==> config.mk <==
export PLATFORM = sky130hd
export DESIGN_NAME = addsub_lanes_pipe
export DESIGN_NICKNAME = d
export VERILOG_FILES = /design/src/rtl/addsub_lanes_pipe.sv
export SDC_FILE = /design/constraint.sdc
export NUM_CORES = 1
export LEC_CHECK = 0
export CORE_ASPECT_RATIO = 1.1
export CORE_MARGIN = 2
export CORE_UTILIZATION = 62
export DETAILED_ROUTE_END_ITERATION = 16
export PLACE_DENSITY_LB_ADDON = 0.25
export SKIP_CTS_REPAIR_TIMING = 1
export SYNTH_ARGS = -nofsm -noshare
export SYNTH_HDL_FRONTEND = slang
export SYNTH_SLANG_ARGS = --single-unit
export TNS_END_PERCENT = 30
==> constraint.sdc <==
create_clock -name clock -period 6.3 [get_ports clock]
set_input_delay 0.63 -clock clock [delete_from_list [all_inputs] [get_ports clock]]
set_output_delay 0.63 -clock clock [all_outputs]
set_load 0.02 [all_outputs]
==> src/rtl/addsub_lanes_pipe.sv <==
// addsub_lanes_pipe: multi-lane pipelined add/subtract engine.
// Pops one operand pair per cycle from a show-ahead FIFO, computes LANES
// independent results and holds them in a credit-protected output queue.
// Optional feature macro: ADDSUB_SATURATE_EN (signed saturating lanes,
// carry reports signed overflow, one extra pipeline register).
module addsub_lanes_pipe #(
    parameter int DATA_WIDTH  = 32,
    parameter int LANES       = 4,
    parameter int PIPE_STAGES = 2,
    parameter int OUT_DEPTH   = 4
) (
    input  logic                          clock,
    input  logic                          reset,
    input  logic                          in_avail,
    output logic                          in_rd_en,
    input  logic [LANES*DATA_WIDTH-1:0]   op1,
    input  logic [LANES*DATA_WIDTH-1:0]   op2,
    input  logic                          mode,
    output logic [LANES*DATA_WIDTH-1:0]   result,
    output logic [LANES-1:0]              carry,
    output logic                          complete,
    input  logic                          out_rd_en
);

`ifdef ADDSUB_SATURATE_EN
    localparam int SAT_STAGE = 1;
`else
    localparam int SAT_STAGE = 0;
`endif
    // The queue write itself is the last of the PIPE_STAGES registers.
    localparam int NSTG = PIPE_STAGES - 1 + SAT_STAGE;
    localparam int VW   = (NSTG > 0) ? NSTG : 1;
    localparam int BW   = LANES * DATA_WIDTH;
    localparam int PW   = $clog2(OUT_DEPTH);
    localparam int CW   = $clog2(OUT_DEPTH + 1);
    localparam int OW   = CW + 1;

    logic              accept;
    logic              pop;
    logic [BW-1:0]     in_res;
    logic [LANES-1:0]  in_cry;
    logic              wr_vld;
    logic [BW-1:0]     wr_raw;
    logic [LANES-1:0]  wr_cry;
    logic [BW-1:0]     wr_res;
    logic [VW-1:0]     pipe_vld;
    logic [OW-1:0]     occ;

    logic [BW-1:0]     mem_res [OUT_DEPTH];
    logic [LANES-1:0]  mem_cry [OUT_DEPTH];
    logic [PW-1:0]     wr_ptr_q, wr_ptr_d;
    logic [PW-1:0]     rd_ptr_q, rd_ptr_d;
    logic [CW-1:0]     count_q, count_d;
    logic [BW-1:0]     hold_res_q;
    logic [LANES-1:0]  hold_cry_q;

`ifdef ADDSUB_SATURATE_EN
    logic [DATA_WIDTH-1:0] lane_a, lane_b, lane_r;
`else
    logic [DATA_WIDTH-1:0] lane_a, lane_b;
    logic [DATA_WIDTH:0]   lane_ext;
`endif

    // Per-lane arithmetic on the operands being popped this cycle.
    always_comb begin
        in_res = '0;
        in_cry = '0;
        lane_a = '0;
        lane_b = '0;
`ifdef ADDSUB_SATURATE_EN
        lane_r = '0;
`else
        lane_ext = '0;
`endif
        for (int unsigned i = 0; i < LANES; i++) begin
            lane_a = op1[i*DATA_WIDTH +: DATA_WIDTH];
            lane_b = op2[i*DATA_WIDTH +: DATA_WIDTH];
`ifdef ADDSUB_SATURATE_EN
            lane_r = mode ? (lane_a + lane_b) : (lane_a - lane_b);
            in_res[i*DATA_WIDTH +: DATA_WIDTH] = lane_r;
            if (mode)
                in_cry[i] = (lane_a[DATA_WIDTH-1] == lane_b[DATA_WIDTH-1]) &&
                            (lane_r[DATA_WIDTH-1] != lane_a[DATA_WIDTH-1]);
            else
                in_cry[i] = (lane_a[DATA_WIDTH-1] != lane_b[DATA_WIDTH-1]) &&
                            (lane_r[DATA_WIDTH-1] != lane_a[DATA_WIDTH-1]);
`else
            lane_ext = mode ? ({1'b0, lane_a} + {1'b0, lane_b})
                            : ({1'b0, lane_a} - {1'b0, lane_b});
            in_res[i*DATA_WIDTH +: DATA_WIDTH] = lane_ext[DATA_WIDTH-1:0];
            in_cry[i] = lane_ext[DATA_WIDTH];
`endif
        end
    end

    generate
        if (NSTG == 0) begin : g_nopipe
            assign wr_vld   = accept;
            assign wr_raw   = in_res;
            assign wr_cry   = in_cry;
            assign pipe_vld = '0;
        end else begin : g_pipe
            logic [NSTG-1:0]  vld_q;
            logic [BW-1:0]    res_q [NSTG];
            logic [LANES-1:0] cry_q [NSTG];

            // Valid bits shift with the data; only they need clearing on reset.
            always_ff @(posedge clock) begin
                if (!reset) begin
                    vld_q <= '0;
                end else begin
                    vld_q[0] <= accept;
                    for (int unsigned s = 1; s < NSTG; s++)
                        vld_q[s] <= vld_q[s-1];
                end
            end

            // Free-running data shift; never stalls because credits reserve a slot.
            always_ff @(posedge clock) begin
                res_q[0] <= in_res;
                cry_q[0] <= in_cry;
                for (int unsigned s = 1; s < NSTG; s++) begin
                    res_q[s] <= res_q[s-1];
                    cry_q[s] <= cry_q[s-1];
                end
            end

            assign wr_vld   = vld_q[NSTG-1];
            assign wr_raw   = res_q[NSTG-1];
            assign wr_cry   = cry_q[NSTG-1];
            assign pipe_vld = vld_q;
        end
    endgenerate

    // Final result into the queue; saturating build clamps overflowed lanes.
    // The clamp direction is recovered from the wrapped sign bit.
    always_comb begin
        wr_res = wr_raw;
`ifdef ADDSUB_SATURATE_EN
        for (int unsigned i = 0; i < LANES; i++) begin
            if (wr_cry[i])
                wr_res[i*DATA_WIDTH +: DATA_WIDTH] =
                    wr_raw[i*DATA_WIDTH + DATA_WIDTH - 1]
                        ? {1'b0, {(DATA_WIDTH-1){1'b1}}}
                        : {1'b1, {(DATA_WIDTH-1){1'b0}}};
        end
`endif
    end

    // Credit decision: in-flight plus queued entries, less a same-cycle pop.
    always_comb begin
        occ = OW'(count_q);
        for (int unsigned s = 0; s < VW; s++)
            occ = occ + OW'(pipe_vld[s]);
        complete = (count_q != '0);
        pop      = out_rd_en & complete;
        in_rd_en = in_avail & reset & ((occ - OW'(pop)) < OW'(OUT_DEPTH));
        accept   = in_rd_en;
    end

    // Next-state for the circular queue pointers and occupancy count.
    always_comb begin
        wr_ptr_d = wr_vld ? (wr_ptr_q + PW'(1)) : wr_ptr_q;
        rd_ptr_d = pop    ? (rd_ptr_q + PW'(1)) : rd_ptr_q;
        count_d  = count_q + CW'(wr_vld) - CW'(pop);
    end

    // Queue control state; the hold registers keep the last popped head.
    always_ff @(posedge clock) begin
        if (!reset) begin
            wr_ptr_q   <= '0;
            rd_ptr_q   <= '0;
            count_q    <= '0;
            hold_res_q <= '0;
            hold_cry_q <= '0;
        end else begin
            wr_ptr_q <= wr_ptr_d;
            rd_ptr_q <= rd_ptr_d;
            count_q  <= count_d;
            if (pop) begin
                hold_res_q <= mem_res[rd_ptr_q];
                hold_cry_q <= mem_cry[rd_ptr_q];
            end
        end
    end

    // Queue storage write.
    always_ff @(posedge clock) begin
        if (wr_vld) begin
            mem_res[wr_ptr_q] <= wr_res;
            mem_cry[wr_ptr_q] <= wr_cry;
        end
    end

    assign result = complete ? mem_res[rd_ptr_q] : hold_res_q;
    assign carry  = complete ? mem_cry[rd_ptr_q] : hold_cry_q;

    a_no_overflow: assert property (@(posedge clock) disable iff (!reset)
        !(wr_vld && !pop && (count_q == CW'(OUT_DEPTH))));

endmodule

## After elaboration in Yosys (flattened, before gate mapping)

Memories as Yosys holds them, arrays and structs flattened. A register that Yosys moved wholly into a read port is not among the register bits.
Cells that the tools add are included.

| cells by class | value |
|---|---|
| $add $sub $neg | 14 |
| order comparisons | 1 |
| muxes and demuxes | 12 |
| bitwise operators | 3 |
| reduce and logical (&&, ||, !) cells | 1 |

Operators with widths:

| kind | count |
|---|---|
| adder 32 x 32 -> 33 bit | 4 |
| two-way mux 33 bit | 4 |
| subtractor 32 x 32 -> 33 bit | 4 |
| two-way mux 128 bit | 1 |
| two-way mux 2 bit | 4 |
| adder 2 x 1 -> 2 bit, second input constant | 2 |
| adder 3 x 1 -> 4 bit | 1 |
| < comparator 4 x 3 -> 1 bit, second input constant | 1 |
| two-way mux 4 bit | 1 |
| subtractor 4 x 1 -> 4 bit | 1 |
| adder 3 x 1 -> 3 bit | 1 |
| bitwise AND 1 bit | 3 |
| nonzero test 3 bit | 1 |
| subtractor 3 x 1 -> 3 bit | 1 |
| two-way mux 1 bit | 2 |

| storage, ports and cells | value |
|---|---|
| flip-flop bits (word level) | 140 |
| RAM bits | 660 |
| logic and storage cells | 41 |
| memories kept | 4 |

Memory list:

| name | words | bits a word | rd ports | clocked after Yosys merged registers in | write ports | RTL line | RTL |
|---|---|---|---|---|---|---|---|
| mem_res | 4 | 128 | 1 | 1 | 1 | 49 | `logic [BW-1:0] mem_res [OUT_DEPTH];` |
| g_pipe.res_q | 1 | 128 | 1 | 0 | 1 | 104 | `logic [BW-1:0] res_q [NSTG];` |
| mem_cry | 4 | 4 | 1 | 1 | 1 | 50 | `logic [LANES-1:0] mem_cry [OUT_DEPTH];` |
| g_pipe.cry_q | 1 | 4 | 1 | 0 | 1 | 105 | `logic [LANES-1:0] cry_q [NSTG];` |

## Depth between registers and ports, before layout

| logic depth | value |
|---|---|
| word-level depth | 5 |
| depth in mapped cells | 17 |
| gate-level depth less buffers | 17 |

## Least setup slack after synthesis

OpenSTA, ideal clock, no wires.

| timing path | value |
|---|---|
| kind | register to register |
| from | register wr_ptr_q[0] |
| to | memory mem_cry[0][0], enable pin |
| setup time | 0.506 ns |
| arrival | 3.570 ns |
| required time | 5.794 ns |
| slack | 2.224 ns |
| stages on the path, launching flop included | 4 |
| buffers on the path | 0 |
| clock period less this slack | 4.076 ns |
| cells stage by stage | dfxtp_1 -> inv_1 -> ha_1 -> and2_1 |

RTL lines:

| element | RTL line | RTL |
|---|---|---|
| start: declaration | 51 | `logic [PW-1:0] wr_ptr_q, wr_ptr_d;` |
| start signal: assignment | 177 | `wr_ptr_q <= wr_ptr_d;` |
| end: declaration | 50 |  |

Straight into the memory's write port.

## Worst setup path after layout

| timing path | value |
|---|---|
| from | register count_q[1] |
| to | output result[98] |

| on the way | value |
|---|---|
| cells in the longest elaborated chain, start to end | 2 |

RTL lines:

| element | RTL line | RTL |
|---|---|---|
| start: declaration | 53 | `logic [CW-1:0] count_q, count_d;` |
| start signal: assignment | 179 | `count_q <= count_d;` |
| nonzero test 3 bit | 155 | `complete = (count_q != '0);` |
| two-way mux 128 bit | 195 | `assign result = complete ? mem_res[rd_ptr_q] : hold_res_q;` |
| end: declaration | 19 | `output logic [LANES*DATA_WIDTH-1:0] result,` |

Every way passes these cells.

==> flow_results.xml <==
<?xml version="1.0" encoding="UTF-8"?>
<metrics>
  <group name="layout">
    <metric name="area_growth" unit="%">18.8</metric>
    <metric name="final_cell_area" unit="um2">44500</metric>
    <metric name="post-route-util" unit="%">74.5</metric>
    <metric name="finish.net_count" unit="">3731</metric>
    <metric name="drive_above_1_share" unit="%">12.9</metric>
  </group>
  <group name="yosys">
    <metric name="post_synth_instance_area" unit="um2">37500</metric>
    <metric name="synth_cell_types" unit="">83</metric>
    <metric name="ys_top_cells_by_area" unit="">edfxtp_1 (42%), dfxtp_1 (15%), mux4_2 (7.9%), ha_1 (4.8%), mux2_2 (4.1%)</metric>
    <metric name="post_synthesis_sequential_element_count" unit="">802</metric>
    <metric name="synthesis.nets" unit="">3360</metric>
    <metric name="synthCells" unit="">2950</metric>
    <metric name="synthFlopType" unit="">edfxtp_1</metric>
    <metric name="most_frequent_cell_after_synthesis" unit="">edfxtp_1</metric>
    <metric name="register_area_share_after_synthesis" unit="%">57.0</metric>
    <metric name="edff_count_synth" unit="">528</metric>
    <metric name="yosysTopAreaCellShare" unit="%">42.3</metric>
    <metric name="netlist.top_cell.by_area" unit="">edfxtp_1</metric>
    <metric name="netlist_top_cells_count" unit="">edfxtp_1 (528), nand2_1 (340), a21oi_1 (305)</metric>
    <metric name="synthesis.area_per_instance" unit="um2">12.7</metric>
    <metric name="yosysWarnings" unit="">0</metric>
    <metric name="synth-async-reset-ratio" unit="%">0</metric>
  </group>
  <group name="sta">
    <metric name="finalWorstPathRequiredPeriod" unit="ps">4890</metric>
    <metric name="setup-tns-final" unit="ps">0</metric>
    <metric name="worst-slew-pin-transition" unit="ps">1060</metric>
    <metric name="final.period_utilization" unit="%">77.6</metric>
    <metric name="finalClockSkew" unit="ps">19.8</metric>
    <metric name="layout_setup_ws" unit="ps">1410</metric>
    <metric name="worst_slew_margin_rel" unit="%">29.4</metric>
    <metric name="drv_slew" unit="">0</metric>
    <metric name="rsz0062_at_grt" unit="">false</metric>
    <metric name="max_clock_freq" unit="GHz">0.205</metric>
    <metric name="finalHoldViolations" unit="">0</metric>
    <metric name="final-setup-viol-count" unit="">0</metric>
  </group>
  <group name="power_and_ir_drop">
    <metric name="p_per_area" unit="nW/um2">419</metric>
    <metric name="maximum_vdd_ir_drop" unit="V">0.000286</metric>
    <metric name="static-leakage-power" unit="uW">0.0160</metric>
    <metric name="total_power" unit="uW">18600</metric>
  </group>
  <group name="global_route">
    <metric name="grt_antenna_before_repair" unit="">1</metric>
    <metric name="grt_start_max_net_pins" unit="">110</metric>
    <metric name="global_route.overflow_total" unit="">0</metric>
    <metric name="grt_first_pass_wirelength" unit="mm">140</metric>
    <metric name="number_of_global_route_vias_before_repair" unit="">25931</metric>
    <metric name="grt_usage" unit="%">29.0</metric>
  </group>
  <group name="clock_network">
    <metric name="clock_sink_total" unit="">802</metric>
    <metric name="tritoncts_clock_tree" unit="">yes</metric>
    <metric name="clk_path_buf_depth" unit="">3</metric>
    <metric name="cts_inserted_buffers" unit="">76</metric>
    <metric name="clk_latency" unit="ps">630</metric>
    <metric name="clock_tree.htree_level_count" unit="">3</metric>
    <metric name="cts-root-buf" unit="">clkbuf_16</metric>
    <metric name="worst_setup_hold_path_clk_slew" unit="ps">60</metric>
  </group>
  <group name="worst_setup_path">
    <metric name="cp_data_arrival_time" unit="ps">4260</metric>
    <metric name="slowest_delay" unit="ps">860</metric>
    <metric name="worst_ep_required_time" unit="ps">5670</metric>
    <metric name="timing.critical_path.mode_cell" unit="">buf_4</metric>
    <metric name="timing.critical_path.from_type" unit="">flop</metric>
    <metric name="timing.critical_path.fanout_max" unit="">64</metric>
    <metric name="timing.critical_path.to_type" unit="">primary output</metric>
    <metric name="path_cells" unit="">or3_4, buf_4, buf_4, mux2_2, clkdlybuf4s50_1</metric>
    <metric name="criticalPathCategory" unit="">flop to primary output</metric>
    <metric name="crit_path_top_delay_cell" unit="">buf_4</metric>
  </group>
  <group name="placed_design">
    <metric name="placement.io_buffers" unit="">394</metric>
    <metric name="place_area" unit="um2">42100</metric>
    <metric name="place_worst_setup_slack" unit="ps">1230</metric>
    <metric name="hpwl" unit="mm">61.0</metric>
    <metric name="gp_congestion" unit="">0.933</metric>
  </group>
  <group name="floorplanning">
    <metric name="die-width" unit="um">238</metric>
    <metric name="initial_utilization" unit="%">62.7</metric>
    <metric name="core" unit="um2">59700</metric>
    <metric name="fp.dieArea" unit="um2">62400</metric>
    <metric name="design.portCount" unit="">395</metric>
    <metric name="fp.dieH" unit="um">262</metric>
    <metric name="floorplan.rows" unit="">94</metric>
  </group>
  <group name="hold_path">
    <metric name="hp-class" unit="">flop to flop</metric>
  </group>
  <group name="drt">
    <metric name="ant_nets" unit="">0</metric>
    <metric name="drcViolationCount" unit="">0</metric>
    <metric name="vias_after_detailed_routing" unit="">25307</metric>
    <metric name="first_iter_violations" unit="">1761</metric>
    <metric name="drt-vias-per-instance" unit="">6.10</metric>
    <metric name="detail_route.wl_per_cell" unit="um">22.1</metric>
    <metric name="totalWireLength" unit="mm">91.6</metric>
    <metric name="drtPass1Iterations" unit="">7</metric>
  </group>
  <group name="status">
    <metric name="status" unit="">completed</metric>
  </group>
  <group name="run">
    <metric name="cap_violations" unit="">0</metric>
  </group>
</metrics>
cells in the final DEF (no fill, tap or decap), types with 11 or more instances in the layout:
cell type,netlist,final
edfxtp_1,528,528
clkdlybuf4s50_1,0,393
nand2_1,340,339
a21oi_1,305,305
dfxtp_1,274,272
nor2_1,161,161
xor2_1,144,144
ha_1,144,144
mux2_2,136,136
mux4_2,132,132
xnor2_1,93,93
a21o_1,81,81
clkbuf_16,0,76
inv_1,62,61
nor3_1,54,54
o21ai_0,49,49
a31oi_1,28,28
clkbuf_1,94,26
nand3_1,24,24
o21a_1,22,22
buf_4,0,21
nand2b_1,16,16
and3_1,14,14
nor2b_1,14,14
nand4_1,14,14
a211oi_1,14,14
o21bai_1,13,13
o31ai_1,11,11
per-layer routing:
| metal | up-vias | routed length [um] | track usage, % |
|---|---|---|---|
| li1 | 11731 | - | - |
| met1 | 12455 | 36200 | 35.9 |
| met2 | 935 | 46700 | 51.7 |
| met3 | 186 | 5000 | 3.59 |
| met4 | 0 | 3670 | 12.9 |
| met5 | - | 0 | 0 |
where the power goes:
part	switching, uW	internal [uW]
clock	1910	2430
combinational	3820	3180
sequential	547	6760
total	6280	12400
worst max-delay path, delay by kind of cell, from the launching register on:
kind	cells	cell delay, ps
buf+inv	3	2220
simple gates	1	480
flops	1	420
mux	1	420
final timing paths:
kind                                      start               to  slack, ps  cells past startpoint
worst min-delay path            hold_res_q[109]  hold_res_q[109]        450                      2
worst max register to register       count_q[1]    hold_res_q[5]       2980                      6
worst min register to register  hold_res_q[109]  hold_res_q[109]        450                      2
worst max-delay path                 count_q[1]       result[98]       1410                      5
kinds of logic after synthesis:
kind of cell             count (synthesis)  share of synthesized area, %
AND/OR/NAND/NOR                        709                          8.68
adder cells (fa/ha/maj)                149                          5.08
XOR/XNOR                               237                          5.54
flip-flops                             802                          57.0
multiplexers                           270                          12.1
buffers and inverters                  186                          1.89
AO/OA/AOI/OAI                          597                          9.77
layout make-up:
type / instances / area [um2]
diodes: 1 / 2.50
flip-flops and latches: 802 / 21300
clock inverters: 31 / 292
fillers: 3824 / 15200
inverters: 63 / 241
multi-input cells: 1962 / 15400
clock buffers: 109 / 2100
repair buffers: 416 / 4130
well taps: 768 / 961
registers in the layout, indices dropped and copies added, names as in the netlist, named ones only:
register      cells
mem_res         512
g_pipe.cry_q      4
rd_ptr_q          2
wr_ptr_q          2
hold_cry_q        4
mem_cry          16
hold_res_q      128
g_pipe.vld_q      1
g_pipe.res_q    128
count_q           3
stage by stage:
stage / instances / hold WS, ps
2_1_floorplan: 2950 / 434
3_3_place_gp: 4011 / 438
3_5_place_dp: 4011 / 444
4_1_cts: 4151 / 453
5_1_grt: 4152 / 470
6_report: 4152 / 453
(Power assumes the default switching activity.)
